File: src/rtl/mul_border_lanes_pkg.sv
// Shared types and helpers for the multi-lane border multiplier.
// Contents: run-control state enum, magnitude-width helper and the
// bit-reverse used to turn a counter into a van der Corput sequence.
package mul_border_pkg;

  typedef enum logic [1:0] {
    IDLE = 2'd0,
    RUN  = 2'd1,
    DONE = 2'd2
  } state_t;

  // Magnitude width: the operand width minus the sign position.
  function automatic int unsigned m_of(input int unsigned width);
    return width - 1;
  endfunction

  // Reverse the low w bits of x: bit 0 lands on bit w-1.
  function automatic logic [31:0] bit_rev(input logic [31:0] x, input int unsigned w);
    logic [31:0] r;
    r = '0;
    for (int unsigned i = 0; i < 32; i++) begin
      if (i < w) r[5'(w - 1 - i)] = x[5'(i)];
    end
    return r;
  endfunction

endpackage

File: src/rtl/mul_border_lanes_if.sv
// Run/result bus of the multi-lane border multiplier.
// master: the side that requests runs and consumes results.
// slave : the multiplier itself.
//   i_start/i_data_i/i_data_w/i_len : run request and operands
//   o_busy/o_bit_vld/o_bit          : per-cycle product streams
//   o_valid/i_ready/o_count         : result handshake and per-lane popcounts
interface mul_border_lanes_if #(
  parameter int unsigned WIDTH = 8,
  parameter int unsigned LANES = 4
);
  localparam int unsigned M = mul_border_pkg::m_of(WIDTH);

  logic                     i_start;
  logic [M-1:0]             i_data_i;
  logic [LANES*M-1:0]       i_data_w;
  logic [M:0]               i_len;
  logic                     o_busy;
  logic                     o_bit_vld;
  logic [LANES-1:0]         o_bit;
  logic                     o_valid;
  logic                     i_ready;
  logic [LANES*(M+1)-1:0]   o_count;

  modport master (
    output i_start, i_data_i, i_data_w, i_len, i_ready,
    input  o_busy, o_bit_vld, o_bit, o_valid, o_count
  );

  modport slave (
    input  i_start, i_data_i, i_data_w, i_len, i_ready,
    output o_busy, o_bit_vld, o_bit, o_valid, o_count
  );

endinterface

File: src/rtl/mul_border_lanes_rng_vdc.sv
// Low-discrepancy generator: M-bit counter read out bit-reversed.
// Ports: clk, rst (sync, active-high), clr (sync clear), en (advance),
// o_rand (bit-reverse of the counter, valid from registered state).
module rng_vdc
  import mul_border_pkg::*;
#(
  parameter int unsigned M = 7
) (
  input  logic         clk,
  input  logic         rst,
  input  logic         clr,
  input  logic         en,
  output logic [M-1:0] o_rand
);

  logic [M-1:0] cnt;

  // Counter; wraps mod 2^M.
  always_ff @(posedge clk) begin
    if (rst || clr) cnt <= '0;
    else if (en)    cnt <= cnt + M'(1);
  end

  assign o_rand = M'(bit_rev(32'(cnt), M));

endmodule

File: src/rtl/mul_border_lanes.sv
// Multi-lane rate-coded multiplier at the west border of the array.
// One input magnitude is multiplied by LANES weights: the input stream
// gates a shared weight generator, each lane ANDs the two streams and
// popcounts the product over a run of L cycles.
// Ports: clk, rst (sync, active-high), bus (mul_border_lanes_if.slave).
module mul_border_lanes
  import mul_border_pkg::*;
#(
  parameter int unsigned WIDTH = 8,
  parameter int unsigned LANES = 4
) (
  input  logic                 clk,
  input  logic                 rst,
  mul_border_lanes_if.slave    bus
);

  localparam int unsigned M  = m_of(WIDTH);
  localparam int unsigned CW = M + 1;
  localparam logic [CW-1:0] FULL_LEN = CW'(1) << M;

  state_t             state, state_nxt;
  logic               start_acc, run, bit_i, len_full;
  logic [M-1:0]       d_i, len_m1, len_m1_d, cyc, r_i, r_w;
  logic [LANES*M-1:0] d_w;

  assign start_acc = (state == IDLE) && bus.i_start;
  assign run       = (state == RUN);

  // Zero or anything above 2^M selects the full-length run.
  assign len_full = (bus.i_len == '0) || (bus.i_len > FULL_LEN);
  assign len_m1_d = len_full ? '1 : M'(bus.i_len - CW'(1));

  // State register.
  always_ff @(posedge clk) begin
    if (rst) state <= IDLE;
    else     state <= state_nxt;
  end

  // Next-state logic; start outside IDLE is dropped, never queued.
  always_comb begin
    state_nxt = state;
    case (state)
      IDLE:    if (bus.i_start)    state_nxt = RUN;
      RUN:     if (cyc == len_m1)  state_nxt = DONE;
      DONE:    if (bus.i_ready)    state_nxt = IDLE;
      default:                     state_nxt = IDLE;
    endcase
  end

  // Status decode from the state register.
  always_comb begin
    bus.o_busy    = 1'b0;
    bus.o_bit_vld = 1'b0;
    bus.o_valid   = 1'b0;
    case (state)
      RUN: begin
        bus.o_busy    = 1'b1;
        bus.o_bit_vld = 1'b1;
      end
      DONE:    bus.o_valid = 1'b1;
      default: ;
    endcase
  end

  // Operand capture and run-cycle counter.
  always_ff @(posedge clk) begin
    if (rst) begin
      d_i    <= '0;
      d_w    <= '0;
      len_m1 <= '0;
      cyc    <= '0;
    end else if (start_acc) begin
      d_i    <= bus.i_data_i;
      d_w    <= bus.i_data_w;
      len_m1 <= len_m1_d;
      cyc    <= '0;
    end else if (run) begin
      cyc    <= cyc + M'(1);
    end
  end

  rng_vdc #(.M(M)) u_rng_i (
    .clk    (clk),
    .rst    (rst),
    .clr    (start_acc),
    .en     (run),
    .o_rand (r_i)
  );

  assign bit_i = (d_i > r_i);

  // Weight generator only advances on input-stream ones; shared by all lanes.
  rng_vdc #(.M(M)) u_rng_w (
    .clk    (clk),
    .rst    (rst),
    .clr    (start_acc),
    .en     (run && bit_i),
    .o_rand (r_w)
  );

  // Per-lane compare, product bit and popcount.
  for (genvar k = 0; k < LANES; k++) begin : g_lane
    logic [CW-1:0] cnt;
    logic          prod;

    assign prod = run && bit_i && (d_w[k*M +: M] > r_w);

    always_ff @(posedge clk) begin
      if (rst || start_acc) cnt <= '0;
      else if (prod)        cnt <= cnt + CW'(1);
    end

    assign bus.o_bit[k]            = prod;
    assign bus.o_count[k*CW +: CW] = cnt;
  end

endmodule

File: src/flat_wrapper.sv
// flat-port wrapper written by rule: the top's interface ports become plain ports
module mul_border_lanes_flat import mul_border_pkg::*;
#(
  parameter int unsigned WIDTH = 8,
  parameter int unsigned LANES = 4
)
  (clk, rst, bus_i_start, bus_i_data_i, bus_i_data_w, bus_i_len, bus_i_ready, bus_o_busy, bus_o_bit_vld, bus_o_bit, bus_o_valid, bus_o_count);
  mul_border_lanes_if #(.WIDTH(WIDTH), .LANES(LANES)) bus_i ();
  input  logic clk;
  input  logic rst;
  input wire logic [$bits(bus_i.i_start)-1:0] bus_i_start;
  input wire logic [$bits(bus_i.i_data_i)-1:0] bus_i_data_i;
  input wire logic [$bits(bus_i.i_data_w)-1:0] bus_i_data_w;
  input wire logic [$bits(bus_i.i_len)-1:0] bus_i_len;
  input wire logic [$bits(bus_i.i_ready)-1:0] bus_i_ready;
  output wire logic [$bits(bus_i.o_busy)-1:0] bus_o_busy;
  output wire logic [$bits(bus_i.o_bit_vld)-1:0] bus_o_bit_vld;
  output wire logic [$bits(bus_i.o_bit)-1:0] bus_o_bit;
  output wire logic [$bits(bus_i.o_valid)-1:0] bus_o_valid;
  output wire logic [$bits(bus_i.o_count)-1:0] bus_o_count;
  assign bus_i.i_start = bus_i_start;
  assign bus_i.i_data_i = bus_i_data_i;
  assign bus_i.i_data_w = bus_i_data_w;
  assign bus_i.i_len = bus_i_len;
  assign bus_i.i_ready = bus_i_ready;
  assign bus_o_busy = bus_i.o_busy;
  assign bus_o_bit_vld = bus_i.o_bit_vld;
  assign bus_o_bit = bus_i.o_bit;
  assign bus_o_valid = bus_i.o_valid;
  assign bus_o_count = bus_i.o_count;
  mul_border_lanes #(.WIDTH(WIDTH), .LANES(LANES)) u_core (.clk(clk), .rst(rst), .bus(bus_i));
endmodule
File: config.mk
export PLATFORM = sky130hd
export DESIGN_NAME = mul_border_lanes_flat
export DESIGN_NICKNAME = d
export VERILOG_FILES = /design/src/rtl/mul_border_lanes_pkg.sv /design/src/rtl/mul_border_lanes_if.sv /design/src/rtl/mul_border_lanes_rng_vdc.sv /design/src/rtl/mul_border_lanes.sv /design/src/flat_wrapper.sv
export SDC_FILE = /design/constraint.sdc
export NUM_CORES = 1
export LEC_CHECK = 0
export CORE_MARGIN = 1
export CORE_UTILIZATION = 25
export CTS_BUF_LIST = sky130_fd_sc_hd__clkbuf_4 sky130_fd_sc_hd__clkbuf_8
export DETAILED_ROUTE_END_ITERATION = 7
export GPL_ROUTABILITY_DRIVEN = 0
export PLACE_DENSITY = 0.48
export SLEW_MARGIN = 20
export SYNTH_ARGS = -nofsm -noshare
export SYNTH_HDL_FRONTEND = slang
export SYNTH_SLANG_ARGS = --single-unit
File: constraint.sdc
create_clock -name clk -period 2.8 [get_ports clk]
set_input_delay 0.56 -clock clk [delete_from_list [all_inputs] [get_ports clk]]
set_output_delay 0.56 -clock clk [all_outputs]
set_load 0.005 [all_outputs]
==> metrics, run 1 <==
fmax=roughly 0.38 GHz; post-synth top area share=between 30% and 40%; initial antenna violation count=0; Core Footprint=19,600 um2; critical path arrival=2.10 ns; synthesis-stage register bit count=97; synthesis-to-layout area growth=30.7%; Port Buffers=85; Final min period=2.66 ns; Psw=1.06 mW; vias per cell=4.67; share of cells above drive strength 1=between 10% and 20%; Post-Route WL=about 13,000 um; starting density of the core=roughly 26%; vias in the first global route=4,374; GRT Resource Usage Total=13.4%; WS Path Type=reg2out; critical path cell sequence=inv_1, ha_4, nand4_1, a21oi_2, o21ai_4, buf_4, nor3_4, buf_2; Yosys top cell by area=dfxtp_1; setup_tns=0 ns; # DRC=0; cell area after layout=about 6600 um2; min-delay worst type=reg2reg; Mapped Avg Cell Area=about 8.3 um2; Clock transition at path regs=0.11 ns; Top FF cell, synth=dfxtp_1; pre-CTS setup slack=0.107 ns; RSZ-0062 raised after global routing=false; MaxCap Viol Count=0; Die ar.=20,700 um2; Cells after Synth=between 600 and 700; period utilization=95.1%; first-pass GRT wire length=21,500 um; DR WL met3=526 um; maximum vdd drop=0.232 mV; Synth async-reset ratio=0%; final net count=785; metal2 WL=5940 um; CP peak stage delay=0.35 ns; H-tree depth=3; Seq pwr share=45.4%; I/O pins=86; Yosys cell types=50; syn nets=696; Area contributors post-synth=dfxtp_1 (39%), ha_1 (11%), a21oi_1 (7.5%); R2R cell count=11; WL/cell=around 14 um; cell-internal power=2.23 mW; Chip Height=144 um; worst-path maximum fanout=4; fin. max-slew vios=0; largest net degree at the start of global routing=43; via count=4,501; clk root buf=clkbuf_8; Metal-1 WL=6460 um; Sw Ratio=roughly a third; Comb pwr share=24.3%; synth warn=0; number of sinks driven by the clock tree=97; Slew HR=between 70% and 80%; most frequent cells in the layout=nand2_1 (99), dfxtp_1 (88), clkdlybuf4s50_1 (80), a21oi_1 (72), ha_1 (42); 1st-pass router iterations=4; worst-margin pin slew=0.414 ns; Critical-path top delay cell=dfxtp_2; DP HPWL=slightly below 10,000 um; clock tree buffer depth=2; Setup Skew=0.0132 ns; cts bufs inserted=9; antenna-violating nets left=0; clock power share=a little under a third; dpl cell area=~6200 um2; FILL cells=2,099; antenna cells=0; setup slack after layout=0.136 ns; Pwr Density=approximately 500 nW/um2; TritonCTS clock tree=done; grt ovf=0; final hold viol count=0; Worst-Skew Late Latency=roughly 0.39 ns; setup violators final=0; register area share after synthesis=a little under 40%; CP Data Required Time=between 2 and 2.5 ns; top sig layer=met4; initial DRC count=197; WHS Path Cells=2; Pleak=2.34 nW; Post-synth EDFFs=0; outcome=finished clean; most common cell after layout, fill and taps aside=nand2_1; Cell Rows=51; kind of end point of the critical path=output pin; width of the die=144 um; Post-Syn Area=~5000 um2; # hold bufs at CTS=0; startpoint class of the critical path=flop
[metrics by stage]
stage	instances	power, mW	hold slack [ns]	util (%)
after floorplan	605	1.98	0.436	-
after global placement	940	2.24	0.452	31.6
after detailed placement	940	2.26	0.448	31.6
after CTS	964	3.34	0.465	33.3
after global routing	964	3.50	0.490	33.5
final	964	3.29	0.464	33.5
[routing by layer]
metal	vias up	GRT usage (%)
met3	11	3.53
met1	2086	16.8
met5	-	0
met2	77	22.5
li1	2327	-
met4	0	3.86
[timing repair]
item	in CTS	in global routing
endpoints found under the hold margin	0	0
pin swaps	8	4
buffers inserted	8	0
gates resized for setup	28	15
setup endpoints to repair	4	3
[state kept, by name, summed over array words and instances, names as in the netlist]
name                cells
u_core.len_m1           7
u_core.g_lane.cnt      32
u_core.cyc              7
u_core.d_i              7
u_core.state            2
u_core.u_rng_i.cnt      7
u_core.u_rng_w.cnt      7
u_core.d_w             28
[worst max-delay path: cells and delay by family (launching register included)]
kind / cells / cell delay (ns)
flops: 1 / 0.35
simple gates: 2 / 0.36
buf+inv: 3 / 0.38
fa+ha+maj: 1 / 0.28
compound gates: 2 / 0.35
[power by group through the flow]
stage	sequential, mW	clock [mW]	combinational, mW
after floorplan	1.51	0	0.472
after global placement	1.52	0	0.712
after detailed placement	1.53	0	0.730
after CTS	1.49	1.05	0.797
after global routing	1.50	1.10	0.894
final	1.49	1.00	0.799
[layout make-up]
cell class / count / area, um2 / area share, %
multi-input cells: 451 / 2940 / 44.8
flip-flops and latches: 97 / 1950 / 29.8
repair buffers: 113 / 1050 / 15.9
well taps: 265 / 332 / 5.05
clock buffers: 10 / 131 / 2.00
inverters: 22 / 82.6 / 1.26
clock inverters: 6 / 76.3 / 1.16
[final timing paths]
check                                               end                  start  slack (ns)
worst max-delay path                       bus_o_bit[2]  u_core.u_rng_i.cnt[2]        0.14
worst min-delay path                      u_core.d_i[0]          u_core.d_i[0]        0.46
worst max register to register  u_core.g_lane[2].cnt[6]  u_core.u_rng_i.cnt[2]        0.20
worst min register to register            u_core.d_i[0]          u_core.d_i[0]        0.46
[Yosys cell counts (6+ instances only)]
cell type and count:
nand2_1 99, nor2_1 37, o21ai_0 14, or4_1 17, mux2i_1 7, ha_1 44, xor2_1 10, inv_1 22
nand3_1 23, nand4_1 10, o31ai_1 17, clkbuf_1 21, a21oi_1 75, a211oi_1 11, xnor2_1 16, nand3b_1 6
dfxtp_1 97, or3_1 14
[cell families (layout without fill, tap and decap cells)]
logic type	Yosys count	in the layout	synth area share (%)
simple gates	232	232	22.3
fa+ha+maj	44	44	11.0
xor+xnor	26	26	4.54
mux	7	7	1.40
flops	97	97	38.7
compound gates	142	142	17.1
buf+inv	57	151	5.03
Power figures use the tool's default switching activity.
==> run 2: changes to the inputs <==
CORE_UTILIZATION = 55   (was 25)
PLACE_DENSITY = 0.86   (was 0.48)
RECOVER_POWER = 25   (was unset)
==> run 2 against run 1 <==
Against the previous run:
- largest cell class unchanged
- clock skew rose by 0.0014 ns
- register-to-register slack improved by 0.23 ns
- worst hold slack improved by 0.0015 ns
- clock power fell by 7%
- final cell count fell by 16%
- fmax fell by 1.2%
==> metrics, run 2 (synthesized netlist as in run 1, its figures left out) <==
FILL cells=648; worst-path maximum fanout=6; Core Util, Final=between 70% and 80%; share of cells above drive strength 1=10.8%; final hold viol count=0; Top Registers=u_core.g_lane.cnt x32, u_core.d_w x28; vias in the first global route=4,627; outcome=finished clean; first-pass GRT wire length=a little over 20,000 um; initial antenna violation count=0; Chip Height=97.5 um; number of sinks driven by the clock tree=97; clock tree buffer depth=2; max reg flops=32; # DRC=0; Final min period=2.70 ns; vias per cell=5.86; clk root buf=clkbuf_8; via count=4,718; MaxCap Viol Count=0; starting density of the core=a little under three fifths; largest net degree at the start of global routing=45; antenna-violating nets left=0; setup_tns=0 ns; cts bufs inserted=9; H-tree depth=3; Critical-path top delay cell=dfxtp_1; hold_ws=0.465 ns; # hold bufs at CTS=0; Cell Rows=34; width of the die=between 90 and 100 um; most frequent cells in the layout=nand2_1 (99), dfxtp_1 (91), clkdlybuf4s50_1 (77), a21oi_1 (70), ha_1 (42); WS Path Type=reg2out; critical path cell sequence=inv_2, ha_1, a211oi_1, nor2_1, o31ai_4, nor2_2, dlygate4sd2_1; Port Buffers=85; CP peak stage delay=0.37 ns; WP buf/inv=2; Post-Route WL=roughly 12,000 um; I/O pins=86; CP Data Required Time=2.24 ns; kind of end point of the critical path=output pin; RSZ-0062 raised after global routing=false; startpoint class of the critical path=flop; fin. max-slew vios=0; Clock transition at path regs=0.09 ns; min-delay worst type=reg2reg; final net count=783; setup slack after layout=0.104 ns; most common cell after layout, fill and taps aside=nand2_1; synthesis-to-layout area growth=26.8%; pre-CTS setup slack=between 0.07 and 0.08 ns; period utilization=96.3%; top cell family by delay on the critical path=compound AO/OA/AOI/OAI gates; antenna cells=0; Pwr Density=509 nW/um2; grt ovf=0; critical path arrival=2.14 ns; WL/cell=15.0 um; GRT Resource Usage Total=26.1%; initial DRC count=230; maximum vdd drop=0.281 mV; fmax=0.371 GHz; Setup Skew=0.0146 ns; DP HPWL=8730 um; TritonCTS clock tree=done; Core Footprint=8760 um2; Slew HR=between 30% and 40%; Pleak=2.35 nW; setup violators final=0; 1st-pass router iterations=5; Most flops, register=u_core.g_lane.cnt; Worst-Skew Late Latency=between 0.3 and 0.4 ns; Die ar.=9520 um2; worst-margin pin slew=1.02 ns
-- run 2: worst paths after layout --
path / slack (ns) / cells past startpoint / startpoint / end
max: 0.10 / 7 / u_core.u_rng_w.cnt[2] / bus_o_bit[3]
min: 0.47 / 2 / u_core.d_w[2] / u_core.d_w[2]
max reg2reg: 0.43 / 9 / u_core.u_rng_i.cnt[3] / u_core.g_lane[2].cnt[6]
min reg2reg: 0.47 / 2 / u_core.d_w[2] / u_core.d_w[2]
-- run 2: per-stage QoR --
step	instances	total power, mW	area (um2)
after floorplan	605	1.98	5020
after global placement	780	2.19	5990
after detailed placement	780	2.23	5990
after CTS	805	3.23	6370
after global routing	805	3.40	6370
final	805	3.24	6370
-- run 2: layout make-up --
class / count / area [um2] / area share (%)
clock inverter: 6 / 67.6 / 1.06
inverter: 22 / 82.6 / 1.30
tap: 108 / 135 / 2.12
multi-input combinational: 451 / 2950 / 46.3
sequential: 97 / 1950 / 30.6
clock buffer: 10 / 138 / 2.16
timing repair buffer: 111 / 1050 / 16.5
-- run 2: what timing repair did --
action                     in CTS  in global routing
hold endpoints to repair        0                  0
setup endpoints to repair       4                  3
resized for setup              32                  2
buffers inserted                9                  0
pin swaps                       7                  1
-- run 2: report_power, final --
part | internal [mW] | switching, mW | leakage (nW)
Clock | 0.439 | 0.494 | 0.0985
Sequential | 1.44 | 0.0493 | 0.792
Combinational | 0.357 | 0.459 | 1.46
-- run 2: worst register-to-register path: cells and delay by family, from the launching register on --
family                     cells  cell delay [ns]
AOI/OAI and AO/OA              2             0.38
adders and majority gates      1             0.29
buffers and inverters          3             0.39
DFF                            1             0.34
muxes                          1             0.14
and+or+nand+nor                2             0.72
-- run 2: per-layer routing --
layer  vias to the layer above  GRT usage [%]  share of wire [%]  wire, um
met1                      2227           31.5                 43      5250
met4                         0           11.0                1.7       201
met3                        20           3.96                5.3       636
met5                         -              0                  0         0
li1                       2323              -                  -         -
met2                       148           45.9                 50      6010
==> edit 1: new RTL, flow settings as in run 1 <==
`LANES` is set to 4 in 3 places; all go to 6.
--- a/src/rtl/mul_border_lanes_if.sv
+++ b/src/rtl/mul_border_lanes_if.sv
@@ -6,7 +6,7 @@
 //   o_valid/i_ready/o_count         : result handshake and per-lane popcounts
 interface mul_border_lanes_if #(
   parameter int unsigned WIDTH = 8,
-  parameter int unsigned LANES = 4
+  parameter int unsigned LANES = 6
 );
   localparam int unsigned M = mul_border_pkg::m_of(WIDTH);
 
--- a/src/rtl/mul_border_lanes.sv
+++ b/src/rtl/mul_border_lanes.sv
@@ -7,7 +7,7 @@
   import mul_border_pkg::*;
 #(
   parameter int unsigned WIDTH = 8,
-  parameter int unsigned LANES = 4
+  parameter int unsigned LANES = 6
 ) (
   input  logic                 clk,
   input  logic                 rst,
--- a/src/flat_wrapper.sv
+++ b/src/flat_wrapper.sv
@@ -2,7 +2,7 @@
 module mul_border_lanes_flat import mul_border_pkg::*;
 #(
   parameter int unsigned WIDTH = 8,
-  parameter int unsigned LANES = 4
+  parameter int unsigned LANES = 6
 )
   (clk, rst, bus_i_start, bus_i_data_i, bus_i_data_w, bus_i_len, bus_i_ready, bus_o_busy, bus_o_bit_vld, bus_o_bit, bus_o_valid, bus_o_count);
   mul_border_lanes_if #(.WIDTH(WIDTH), .LANES(LANES)) bus_i ();
Interface: changed (resized bus_i_data_w, bus_o_bit and bus_o_count); port bits go from 86 to 118. The function was not compared with the original's and may differ.
==> edit 1 against run 1 <==
Synthesized cell count is 31% higher; highest routed layer unchanged; sequential power is 31% higher; first-iteration DRC count is 51% higher; register-to-register slack better by 0.07 ns; synthesized area is 31% higher; worst setup slack worse by 0.078 ns; sequential share of layout area is 0.67 points lower; sequential cell count is 30 higher; cell area is 34% higher; routed wire length is 38% higher; total power is 45% higher.
==> edit 1: results (changes against run 1) <==
ff2ff_path_depth: 12  # +1
gr-usage-met2: 0.216  # -0.00867
netlist_top_cells_count: "132 x nand2_1, 127 x dfxtp_1, 110 x a21oi_1, 60 x ha_1, 38 x nor2_1"
grt_use_total: 0.140  # +0.00538
ys_types: 43  # -14%
drive_gt1_frac: 0.129  # +0.00457
io_buffers: 117  # +38%
dp.cells: 1218  # +30%
tightest_slew_ns: 0.537  # +0.124 ns
num_tap_cells: 330  # +25%
fin_worst_skew_ns: 0.0127  # -0.000538 ns
met1_usage: 0.196  # +0.0271
finalNetCount: 1039  # +32%
leakagePower_nw: 3.13  # +34%
h-tree-depth: 4  # +1
numCtsBuffers: 17  # +8
clkCellAreaFrac: 0.0469  # +0.0152
wl_met3_um: 652  # +24%
clkLatencyLatePin_ns: 0.44  # +0.05 ns
drt_pass1_iterations: 5  # +1
syn-num-nets: 915  # +31%
seq_area_um2: 2550  # +31%
post-place-ws_ns: 0.000727  # -0.106 ns
clkbuf_count: 18  # +8
n_all_inverters: 28  # +27%
grt_max_degree: 51  # +19%
synth_compound_area_frac: 0.173  # +0.00246
dr_wl_met2_um: 7900  # +33%
dpl_cell_area_um2: 8130  # +31%
largestRegisters: "u_core.g_lane.cnt (48), u_core.d_w (42)"
powerClk_w: 0.00169  # +69%
comb_power_share: 0.239  # -0.004
wl_um: 18100  # +38%
yosys-mux-area-fraction: 0.0153  # +0.00132
status: "finished, final reports clean"
syn_area_per_cell_um2: 8.25  # -0.54%
clk_pin_slew_ns: 0.08  # -0.03 ns
seq_area_frac_synth: 0.388  # +0.00119
num-nonclk-buffers: 153  # +35%
nMultiInputCombCells: 591  # +31%
==> edit 1: cell types whose count changed after synthesis, moves of 7 or more <==
cell | run 1 | this run
or4_1 | 17 | 29
dfxtp_1 | 97 | 127
a21oi_1 | 75 | 110
o31ai_1 | 17 | 34
ha_1 | 44 | 60
clkbuf_1 | 21 | 28
nand3_1 | 23 | 33
nand2_1 | 99 | 132
==> edit 1: worst paths after layout <==
path | start | to | slack, ns
setup / recovery | u_core.u_rng_w.cnt[2] | bus_o_bit[0] | 0.06
hold / removal | u_core.d_w[35] | u_core.d_w[35] | 0.46
setup reg to reg | u_core.u_rng_i.cnt[2] | u_core.u_rng_w.cnt[6] | 0.27
hold reg to reg | u_core.d_w[35] | u_core.d_w[35] | 0.46
==> edit 1: what timing repair did <==
item | in CTS | in global routing
pin swaps | 6 | 1
cloned | 2 | 0
gates resized for setup | 40 | 21
buffers inserted | 10 | 0
endpoints found under the hold margin | 0 | 0
setup endpoints to repair | 6 | 11
==> edit 2: new RTL, config.mk and constraints of run 1 <==
Without the edit above. Make the reset (`rst`) asynchronous in 2 clocked blocks.
--- a/src/rtl/mul_border_lanes.sv
+++ b/src/rtl/mul_border_lanes.sv
@@ -31,7 +31,7 @@
   assign len_m1_d = len_full ? '1 : M'(bus.i_len - CW'(1));
 
   // State register.
-  always_ff @(posedge clk) begin
+  always_ff @(posedge clk or posedge rst) begin
     if (rst) state <= IDLE;
     else     state <= state_nxt;
   end
@@ -63,7 +63,7 @@
   end
 
   // Operand capture and run-cycle counter.
-  always_ff @(posedge clk) begin
+  always_ff @(posedge clk or posedge rst) begin
     if (rst) begin
       d_i    <= '0;
       d_w    <= '0;
Behaviour: differs if rst is asserted again (counterexample within 4 cycles, from zero or initial values and one cycle with rst high); with rst held inactive, the same outputs for 10 cycles.
==> edit 2 against run 1 <==
Routed wire length increased by 10%; synthesized area increased by 3.8%; synthesized cell count decreased by 0.66%; sequential cell count unchanged; fmax decreased by 1.0%; cell area increased by 4.4%; worst setup slack got worse by 0.028 ns.
Power is not compared: it rests on default switching activity, and its combinational part moved more than twofold at a synthesized area within 25%.
==> edit 2: results (changes against run 1) <==
period_minus_slack_ns: 2.69  # +0.0276 ns
finalNetCount: 789  # +0.51%
ys_types: 47  # -6.0%
synthXorXnorAreaFrac: 0.0336  # -0.0117
area_growth_pct: 31.4
ys.flop_type: "dfrtp_1"
post-dp-hpwl_um: 10800  # +11%
nonClkBufAreaFrac: 0.156  # -0.00302
num-nonclk-buffers: 116  # +2.7%
n_all_inverters: 23  # +4.5%
relSlewSlack: 0.334  # -0.387
dpl_cell_area_um2: 6420  # +3.7%
netlist_top_cells_count: "130 x nand2_1, 51 x dfrtp_1, 48 x a21oi_1, 46 x dfxtp_1, 44 x ha_1"
drt_iter0_drc: 231  # +17%
crit_slowest_cell: "dfrtp_1"
finalNonFillerCells: 973  # +0.93%
synth-adder-area-share: 0.106  # -0.00398
synthTopCellsByArea: "dfrtp_1 24%, dfxtp_1 18%, ha_1 11%"
wl_per_cell_um: 14.8  # +9.0%
seq_area_frac_synth: 0.422  # +0.0350
drive_gt1_frac: 0.131  # +0.00640
critPathArrivalTime_ns: 2.13  # +0.03 ns
cp_top_family: "simple AND/OR/NAND/NOR gates"
via_per_inst: 4.73  # +1.2%
grt_pass1_wl_um: 24100  # +12%
yosys-mux-area-fraction: 0.00768  # -0.00627
post-place-ws_ns: 0.0976  # -0.00957 ns
clkCellAreaFrac: 0.0331  # +0.00142
dp.cells: 948  # +0.85%
stdcell_area_um2: 6850  # +4.4%
nFillCells: 2125  # +1.2%
status: "finished, final reports clean"
grt_pass1_vias: 4731  # +8.2%
multi_input_area_um2: 2920  # -0.72%
synth_compound_area_frac: 0.153  # -0.0172
syn-num-nets: 692  # -0.57%
sh_seq_area: 0.322  # +0.0245
fin_worst_skew_ns: 0.0120  # -0.00118 ns
grt_max_degree: 55  # +28%
grt_use_total: 0.141  # +0.00696
edit 2: timing repair:
action / in CTS / in global routing
pin swaps: 6 / 2
hold buffers: 0 / 0
resized for setup: 38 / 6
setup endpoints to repair: 4 / 3
buffers inserted: 7 / 2
edit 2: routing by layer:
layer | GRT usage | vias up | wire [um]
met3 | 0.0269 | 13 | 641
met1 | 0.184 | 2162 | 6870
li1 | - | 2318 | -
met2 | 0.236 | 105 | 6690
met4 | 0.0438 | 0 | 181
met5 | 0 | - | 0
edit 2: path summary, 6_finish.rpt:
path,startpoint,endpoint,slack [ns],cells past startpoint
setup / recovery,u_core.d_w[20],bus_o_bit[2],0.11,7
hold / removal,u_core.u_rng_w.cnt[1],u_core.u_rng_w.cnt[1],0.48,2
setup reg to reg,u_core.d_i[4],u_core.g_lane[3].cnt[4],0.34,9
hold reg to reg,u_core.u_rng_w.cnt[1],u_core.u_rng_w.cnt[1],0.48,2
max in group asynchronous,rst,u_core.d_w[4],1.41,3
min in group asynchronous,rst,u_core.d_w[8],0.94,3
